--- src/rtl/idct_module.sv ---
// 32-point inverse DCT for the MFCC path: buffers one frame of Q4 cepstral
// coefficients, then rebuilds each Q11 log-mel value with one time-shared MAC.
module idct_module #(
    parameter int N     = 32,
    parameter int Q_IN  = 4,
    parameter int Q_OUT = 11
) (
    input  logic               clk,
    input  logic               rst_n,
    input  logic signed [15:0] cep_in_i,
    input  logic               cep_valid_i,
    output logic               cep_ready_o,
    output logic signed [15:0] log_out_o,
    output logic               log_valid_o,
    output logic               log_last_o,
    input  logic               log_ready_i
);

    // Q(IN) * Q15 products carry 15+Q_IN fraction bits; this many are dropped to reach Q_OUT.
    localparam int                 SHIFT = 15 + Q_IN - Q_OUT;
    localparam logic signed [39:0] ROUND = 40'sd1 <<< (SHIFT - 1);
    localparam logic [4:0]         LAST  = 5'(N - 1);
    localparam logic signed [15:0] W_DC  = 16'sd5793;

    typedef enum logic [1:0] {LOAD, MAC, DRAIN, OUT} state_e;

    state_e             state_q, state_d;
    logic [4:0]         k_q, n_q;
    logic signed [15:0] coef_q [N];
    logic signed [39:0] acc_q;
    logic signed [31:0] prod_q;
    logic signed [15:0] log_out_q;
    logic               log_valid_q, log_last_q;

    logic               accept_w;
    logic [6:0]         m_w;
    logic [5:0]         rom_idx_w;
    logic               negate_w;
    logic signed [15:0] cos_w, weight_w;
    logic signed [39:0] sum_w, shifted_w;
    logic signed [15:0] sat_w;

    function automatic logic signed [15:0] cos_rom(input logic [5:0] idx);
        case (idx)
            6'd0:  cos_rom = 16'sd8192;
            6'd1:  cos_rom = 16'sd8182;
            6'd2:  cos_rom = 16'sd8153;
            6'd3:  cos_rom = 16'sd8103;
            6'd4:  cos_rom = 16'sd8035;
            6'd5:  cos_rom = 16'sd7946;
            6'd6:  cos_rom = 16'sd7839;
            6'd7:  cos_rom = 16'sd7713;
            6'd8:  cos_rom = 16'sd7568;
            6'd9:  cos_rom = 16'sd7405;
            6'd10: cos_rom = 16'sd7225;
            6'd11: cos_rom = 16'sd7027;
            6'd12: cos_rom = 16'sd6811;
            6'd13: cos_rom = 16'sd6580;
            6'd14: cos_rom = 16'sd6333;
            6'd15: cos_rom = 16'sd6070;
            6'd16: cos_rom = 16'sd5793;
            6'd17: cos_rom = 16'sd5501;
            6'd18: cos_rom = 16'sd5197;
            6'd19: cos_rom = 16'sd4880;
            6'd20: cos_rom = 16'sd4551;
            6'd21: cos_rom = 16'sd4212;
            6'd22: cos_rom = 16'sd3862;
            6'd23: cos_rom = 16'sd3503;
            6'd24: cos_rom = 16'sd3135;
            6'd25: cos_rom = 16'sd2760;
            6'd26: cos_rom = 16'sd2378;
            6'd27: cos_rom = 16'sd1990;
            6'd28: cos_rom = 16'sd1598;
            6'd29: cos_rom = 16'sd1202;
            6'd30: cos_rom = 16'sd803;
            6'd31: cos_rom = 16'sd402;
            default: cos_rom = 16'sd0;
        endcase
    endfunction

    assign accept_w = cep_valid_i && cep_ready_o;

    // Phase index (2n+1)k wraps naturally at 128, i.e. one full cosine period.
    assign m_w = 7'({n_q, 1'b1}) * 7'(k_q);

    always_comb begin
        rom_idx_w = m_w[5:0];
        negate_w  = 1'b0;
        if (m_w <= 7'd32) begin
            rom_idx_w = m_w[5:0];
        end else if (m_w <= 7'd64) begin
            rom_idx_w = 6'(7'd64 - m_w);
            negate_w  = 1'b1;
        end else if (m_w <= 7'd96) begin
            rom_idx_w = 6'(m_w - 7'd64);
            negate_w  = 1'b1;
        end else begin
            rom_idx_w = 6'(8'd128 - {1'b0, m_w});
        end
    end

    assign cos_w    = cos_rom(rom_idx_w);
    assign weight_w = (k_q == 5'd0) ? W_DC : (negate_w ? -cos_w : cos_w);

    assign sum_w     = acc_q + 40'(prod_q) + ROUND;
    assign shifted_w = sum_w >>> SHIFT;

    always_comb begin
        if (shifted_w > 40'sd32767)
            sat_w = 16'sh7FFF;
        else if (shifted_w < -40'sd32768)
            sat_w = 16'sh8000;
        else
            sat_w = shifted_w[15:0];
    end

    always_ff @(posedge clk or negedge rst_n) begin
        if (!rst_n)
            state_q <= LOAD;
        else
            state_q <= state_d;
    end

    always_comb begin
        state_d = state_q;
        case (state_q)
            LOAD:    if (accept_w && k_q == LAST) state_d = MAC;
            MAC:     if (k_q == LAST) state_d = DRAIN;
            DRAIN:   state_d = OUT;
            OUT:     if (log_ready_i) state_d = (n_q == LAST) ? LOAD : MAC;
            default: state_d = LOAD;
        endcase
    end

    always_comb begin
        cep_ready_o = rst_n && (state_q == LOAD);
        log_out_o   = log_out_q;
        log_valid_o = log_valid_q;
        log_last_o  = log_last_q;
    end

    always_ff @(posedge clk) begin
        if (accept_w)
            coef_q[k_q] <= cep_in_i;
    end

    // The product pipeline lags one cycle, so DRAIN folds the last product in.
    always_ff @(posedge clk or negedge rst_n) begin
        if (!rst_n) begin
            k_q         <= '0;
            n_q         <= '0;
            acc_q       <= '0;
            prod_q      <= '0;
            log_out_q   <= '0;
            log_valid_q <= 1'b0;
            log_last_q  <= 1'b0;
        end else begin
            case (state_q)
                LOAD: begin
                    if (accept_w) begin
                        k_q <= k_q + 5'd1;
                        if (k_q == LAST)
                            n_q <= '0;
                    end
                end
                MAC: begin
                    prod_q <= 32'(coef_q[k_q]) * 32'(weight_w);
                    acc_q  <= (k_q == 5'd0) ? 40'sd0 : acc_q + 40'(prod_q);
                    k_q    <= k_q + 5'd1;
                end
                DRAIN: begin
                    log_out_q   <= sat_w;
                    log_valid_q <= 1'b1;
                    log_last_q  <= (n_q == LAST);
                end
                OUT: begin
                    if (log_ready_i) begin
                        log_valid_q <= 1'b0;
                        log_last_q  <= 1'b0;
                        n_q         <= n_q + 5'd1;
                    end
                end
                default: ;
            endcase
        end
    end

endmodule

--- config.mk ---
export PLATFORM = sky130hd
export DESIGN_NAME = idct_module
export DESIGN_NICKNAME = d
export VERILOG_FILES = /design/src/rtl/idct_module.sv
export SDC_FILE = /design/constraint.sdc
export NUM_CORES = 2
export LEC_CHECK = 0
export CAP_MARGIN = 20
export CORE_MARGIN = 2
export CORE_UTILIZATION = 60
export DETAILED_ROUTE_END_ITERATION = 16
export GPL_TIMING_DRIVEN = 0
export HOLD_SLACK_MARGIN = 0.06
export PLACE_DENSITY = 0.76
export SKIP_CTS_REPAIR_TIMING = 1
export SYNTH_ARGS = -nofsm -noshare
export SYNTH_HDL_FRONTEND = slang
export SYNTH_SLANG_ARGS = --single-unit
--- constraint.sdc ---
create_clock -name clk -period 17.12 [get_ports clk]
set_input_delay 3.424 -clock clk [delete_from_list [all_inputs] [get_ports clk]]
set_output_delay 3.424 -clock clk [all_outputs]
set_load 0.05 [all_outputs]
Word level (Yosys, flattened, before mapping)
Memory sizes are Yosys's and may differ from the RTL's.
Index checks and enable logic that the tools add are counted.
Widths: inputs -> output; s select.
{"block": "op_classes", "addsub": 8, "multipliers": 2, "order_cmp": 5, "eq_ne": 10, "muxes": 28, "reduce_logical": 12}
{"operator": "$mux 16", "count": 5}
{"operator": "$add 40x32->40", "count": 1}
{"operator": "$add 40x9->40 const B", "count": 1}
{"operator": "$mux 40", "count": 1}
{"operator": "$gt 32x16->1 const B", "count": 1}
{"operator": "$lt 32x16->1 const B", "count": 1}
{"operator": "$mul 16x16->32", "count": 1}
{"operator": "$mux 5", "count": 4}
{"operator": "$pmux 5 s2", "count": 2}
{"operator": "$mux 6", "count": 3}
{"operator": "$neg 16->16", "count": 1}
{"operator": "$le 7x7->1 const B", "count": 2}
{"operator": "$sub 1x6->6 const A", "count": 2}
{"operator": "$add 5x1->5 const B", "count": 2}
{"operator": "$eq 5x5->1 const B", "count": 2}
{"operator": "$ne 2x2->1 const B", "count": 5}
{"operator": "$pmux 2 s4", "count": 1}
{"operator": "$le 7x6->1 const B", "count": 1}
{"operator": "$mul 6x5->7", "count": 1}
{"operator": "$mux 1", "count": 7}
{"operator": "$mux 2", "count": 3}
{"operator": "$reduce_bool 2->1", "count": 3}
{"operator": "$sub 6x1->6 const B", "count": 1}
{"operator": "$logic_not 5->1", "count": 1}
{"operator": "other kinds (8)", "count": 13}
{"block": "word_totals", "reg_bits": 102, "mem_bits_rw": 512, "rom_bits": 448, "in_bits": 20, "output_inout_bits": 19, "wordCells": 75, "n_memories": 2}
{"name": "coef_q", "words": 32, "word_bits": 16, "rd": 1, "rd_ports_with_merged_regs": 0, "write_ports": 1, "line_no": "29", "rtl": "logic signed [15:0] coef_q [N];"}
{"name": "(no name shown)", "words": 32, "word_bits": 14, "rd": 1, "rd_ports_with_merged_regs": 0, "write_ports": 0, "line_no": "44", "rtl": "case (idx)"}

Logic depth before layout (Yosys ltp)
An unclocked memory read counts as a cell.
{"block": "depth", "word_depth": 11, "depth_mapped": 53}

Least setup slack after synthesis
Ideal clock, no wire load.
{"block": "synth_path", "kind": "register to register", "from": "register k_q[0]", "to": "register prod_q[31]", "t_arrival_ps": 12643, "required_ps": 16995, "slack_ps": 4352, "path_stages_with_launch": 47, "n_path_buf": 8, "path_cell_list": "dfrtp_1 -> clkbuf_1 -> buf_1 -> clkbuf_1 -> buf_1 -> clkbuf_1 -> and2_1 -> ha_1 -> ha_1 -> fa_1 -> clkbuf_1 -> nor2_1 -> a31o_2 -> o21ai_0 -> mux2_2 -> ha_1 -> clkbuf_1 -> inv_1 -> (+11 left out) -> inv_1 -> fa_1 -> fa_1 -> inv_1 -> fa_1 -> inv_1 -> ha_1 -> o21a_1 -> o21ai_0 -> a21o_1 -> o31ai_1 -> o21ai_0 -> o211ai_1 -> a41oi_1 -> o221ai_1 -> a31oi_1 -> xnor2_1 -> mux2_2"}
{"block": "synth_via", "elab_chain_len": 11, "elab_cells_between_ends": 21, "classes_between": "add/sub: 4; mul: 2; order compare: 3; mux: 9; reduce/logical: 1; memory: 2"}
{"element": "start, declared", "line_no": "28", "rtl": "logic [4:0] k_q, n_q;"}
{"element": "start signal, assigned", "line_no": "161", "rtl": "k_q <= k_q + 5'd1;"}
{"element": "start signal, assigned", "line_no": "169", "rtl": "k_q <= k_q + 5'd1;"}
{"element": "$mul 6x5->7", "line_no": "84", "rtl": "assign m_w = 7'({n_q, 1'b1}) * 7'(k_q);"}
{"element": "$sub 1x6->6, or another cell as far along", "line_no": "92, 98"}
{"element": "$mux 6", "line_no": "94", "rtl": "end else if (m_w <= 7'd96) begin"}
{"element": "$mux 6", "line_no": "91", "rtl": "end else if (m_w <= 7'd64) begin"}
{"element": "$mux 6", "line_no": "89", "rtl": "if (m_w <= 7'd32) begin"}
{"element": "$mem_v2 32x14"}
{"element": "$mux 16", "line_no": "44"}
{"element": "$neg 16->16", "line_no": "103", "rtl": "assign weight_w = (k_q == 5'd0) ? W_DC : (negate_w ? -cos_w : cos_w);"}
{"element": "$mux 16 (2 in series)", "line_no": "103"}
{"element": "$mul 16x16->32 *", "line_no": "167", "rtl": "prod_q <= 32'(coef_q[k_q]) * 32'(weight_w);"}
{"element": "end signal, assigned", "line_no": "167"}
{"element": "end, declared", "line_no": "31", "rtl": "logic signed [31:0] prod_q;"}
Every way passes the cells marked *; elsewhere a longest branch is shown, timed or not.
A chain may end at the register's enable or synchronous reset.

Worst setup path in the final report
Same ends and word-level chain as after synthesis.

==> impl_results.md <==
* Avg Cell Area, Syn at 12.6 sq um
* Cells after Synth at 3106
* CTS Buffer Depth at 3
* Achievable Freq at 0.0617 GHz
* DRT Pass-1 Iters at 6
* Worst Path Required at 17.64 ns
* Setup WS pre-CTS at 0.489 ns
* Initial antenna violation count at 2
* CP Launch Point: k_q[0]
* Die width at 260 microns
* TritonCTS clock tree: done
* Crit-path max FO at 10
* Gr ovfl total at 0
* Net Count, Synth at 3547
* Core Box Area at 64500 sq um
* IO buf count at 38
* Placed cell count at 4040
* Global-route wire length before repair at 171000 microns
* Non-filler cells, final at 4175
* Share of layout cells above drive strength 1 at 0.137
* Seq cells post-synth at 614
* Num rows at 93
* Cts bufs inserted at 60
* Worst setup path category: flip-flop to flip-flop
* RD Place Congestion at 0.975
* DRT antenna net count at 0
* Crit path time final at 16.22 ns
* Pins over their slew limit at 0
* Avg Vias per Cell at 6.57
* Final HPWL DP at 80300 microns
* Sequential fraction of the synthesis area at 0.458
* Layout area overhead at 12.0%
* Status: complete, no violations
* Crit path to: prod_q[31]
* Initial core utilization at 0.608
* Max_slew headroom at 0.212
* Setup TNS at 0 ns
* Vias in the first global route at 28.0k
* Cell area after synthesis at 39200 sq um
* CP arrival at 16.74 ns
* Crit path capture type: flip-flop
* DRC at 0
* Synth top area cells: edfxtp_1 (39%), fa_1 (14%), mux4_2 (7.5%)
* Period Utilization, post-route at 0.947
* WL/cell at 27.9 microns
* Final hold vios at 0
* Setup Skew at 0.0271 ns
* Yosys top cell by area: edfxtp_1
* Iter 0 DRT Violations at 3599
* I/O Pins at 39
* # clock sinks at 614
* Family with the most delay on the worst path: adder cells
* Nets at 3707
* FF-to-FF path depth at 44
* Worst path bufs/invs at 11
* Root Buffer: clkbuf_16
* Final setup viols at 0
* Worst-Margin Slew at 1.18 ns
* Count leader, synth: edfxtp_1
* RSZ-0062 raised after global routing: no
* Number of synthesized flops with an enable pin at 512
* H-tree Lvls at 2
* Leading cell types by count after synthesis: edfxtp_1 (512), inv_1 (368), nor2_1 (275)
* Reg2reg start: k_q[0]
* Die area at 67400 sq um
* CP max-delay cell: a2111oi_1
* Synth unique cells at 101
* HP Class: flip-flop to flip-flop
* Startpoint Class: flip-flop
* Largest net degree at the start of global routing at 61
* Share of the synthesized area in the top cell type at 0.392
* Routed wire length at 116000 microns
* Setup ws final at 0.905 ns
* Yosys warns at 0
* Top_reg_cell synth: edfxtp_1
* CP max stage delay at 0.96 ns
* Async set or reset register ratio after synthesis at 0.166
* Clock latency on the worst-skew pair at 0.65 ns
* CP Depth at 44
* Most frequent CP cell: fa_1
* GR Util All Layers at 0.341
* Worst-path clk slew at 0.06 ns
* Reg2reg end: prod_q[31]
* Final hold slack at 0.494 ns
* Chip Height at 260 microns
* Via count at 27.4k
* R2R setup slack at 0.90 ns
* Max Cap Viol at 0
==> layout by cell type, fill, tap and decap left out, types with 15 or more instances in the layout <==
master / instances
mux2_2: 34
a22o_1: 19
or2_2: 22
dfrtp_1: 102
mux2i_1: 40
nor2_2: 32
clkbuf_1: 111
clkdlybuf4s50_1: 37
clkbuf_16: 65
o21ai_0: 68
buf_2: 16
and3_1: 16
nand3_1: 44
a21o_1: 32
xor2_1: 30
ha_1: 150
buf_1: 19
buf_16: 22
or4_1: 17
o2bb2ai_1: 23
clkinv_2: 16
edfxtp_1: 512
nor3_1: 63
o22ai_1: 64
nor2b_1: 27
a21oi_1: 64
mux4_2: 131
inv_1: 368
nand2_1: 152
or3_1: 42
and2_1: 20
nand2b_1: 43
clkinv_1: 15
nor2_1: 243
a31oi_1: 20
xnor2_1: 77
fa_1: 271
buf_8: 27
o21a_1: 15
==> logic make-up (layout without fill, tap and decap cells) <==
logic type,after synthesis,after routing,share of synthesized area
AOI/OAI and AO/OA,448,448,0.0846
DFF,614,614,0.458
muxes,205,205,0.0953
other,0,4,0
xor gates and xnor gates,109,109,0.0247
and+or+nand+nor,791,791,0.100
adders and majority gates,422,422,0.187
buffers and inverters,517,727,0.0511
==> cell type report <==
cell class              instances  area [sq um]
clock buffers                  69          1580
diodes                          4          10.0
plain buffers                 149           621
multi-input cells            1975         19400
clock inverters                43           387
repair buffers                 98          1540
fillers                      4417         20600
flip-flops and latches        614         17900
well taps                     855          1070
inverters                     368          1380
==> worst register-to-register path: cells and delay by family, from the launching register on <==
family / cells / cell delay [ns]
buf+inv: 11 / 4.23
mux: 2 / 0.71
flops: 1 / 0.49
xor+xnor: 1 / 0.16
simple gates: 9 / 2.51
compound gates: 10 / 3.14
fa+ha+maj: 11 / 4.86
==> how the worst min path moves through the flow <==
stage          startpoint         to  cells past startpoint
2_1_floorplan   prod_q[0]  prod_q[0]                      2
3_3_place_gp     acc_q[0]   acc_q[0]                      1
3_5_place_dp    acc_q[24]  acc_q[24]                      1
4_1_cts         acc_q[28]  acc_q[28]                      1
5_1_grt         acc_q[28]  acc_q[28]                      1
6_report        acc_q[37]  acc_q[37]                      1
==> per-stage QoR <==
step	utilization	area [sq um]
after CTS	0.674	43500
after global placement	0.630	40600
after floorplan	-	39200
after detailed placement	0.644	41500
after global routing	0.681	43900
final	0.681	43900
==> sequential cells by signal, summed over array words and instances (netlist names) <==
register     flops
log_out_o       16
state_q          2
coef_q         512
k_q              5
n_q              5
log_valid_o      1
acc_q           40
prod_q          32
log_last_o       1
==> layer usage <==
layer | track usage | vias up | share of wire
met4 | 0.174 | 2 | 0.061
met3 | 0.0634 | 418 | 0.094
li1 | - | 11500 | -
met5 | 0 | - | 0.00011
met1 | 0.427 | 13800 | 0.35
met2 | 0.572 | 1766 | 0.49
Power is not shown: default switching activity piles up to over one toggle a cycle in this logic, so the estimate is an artifact.
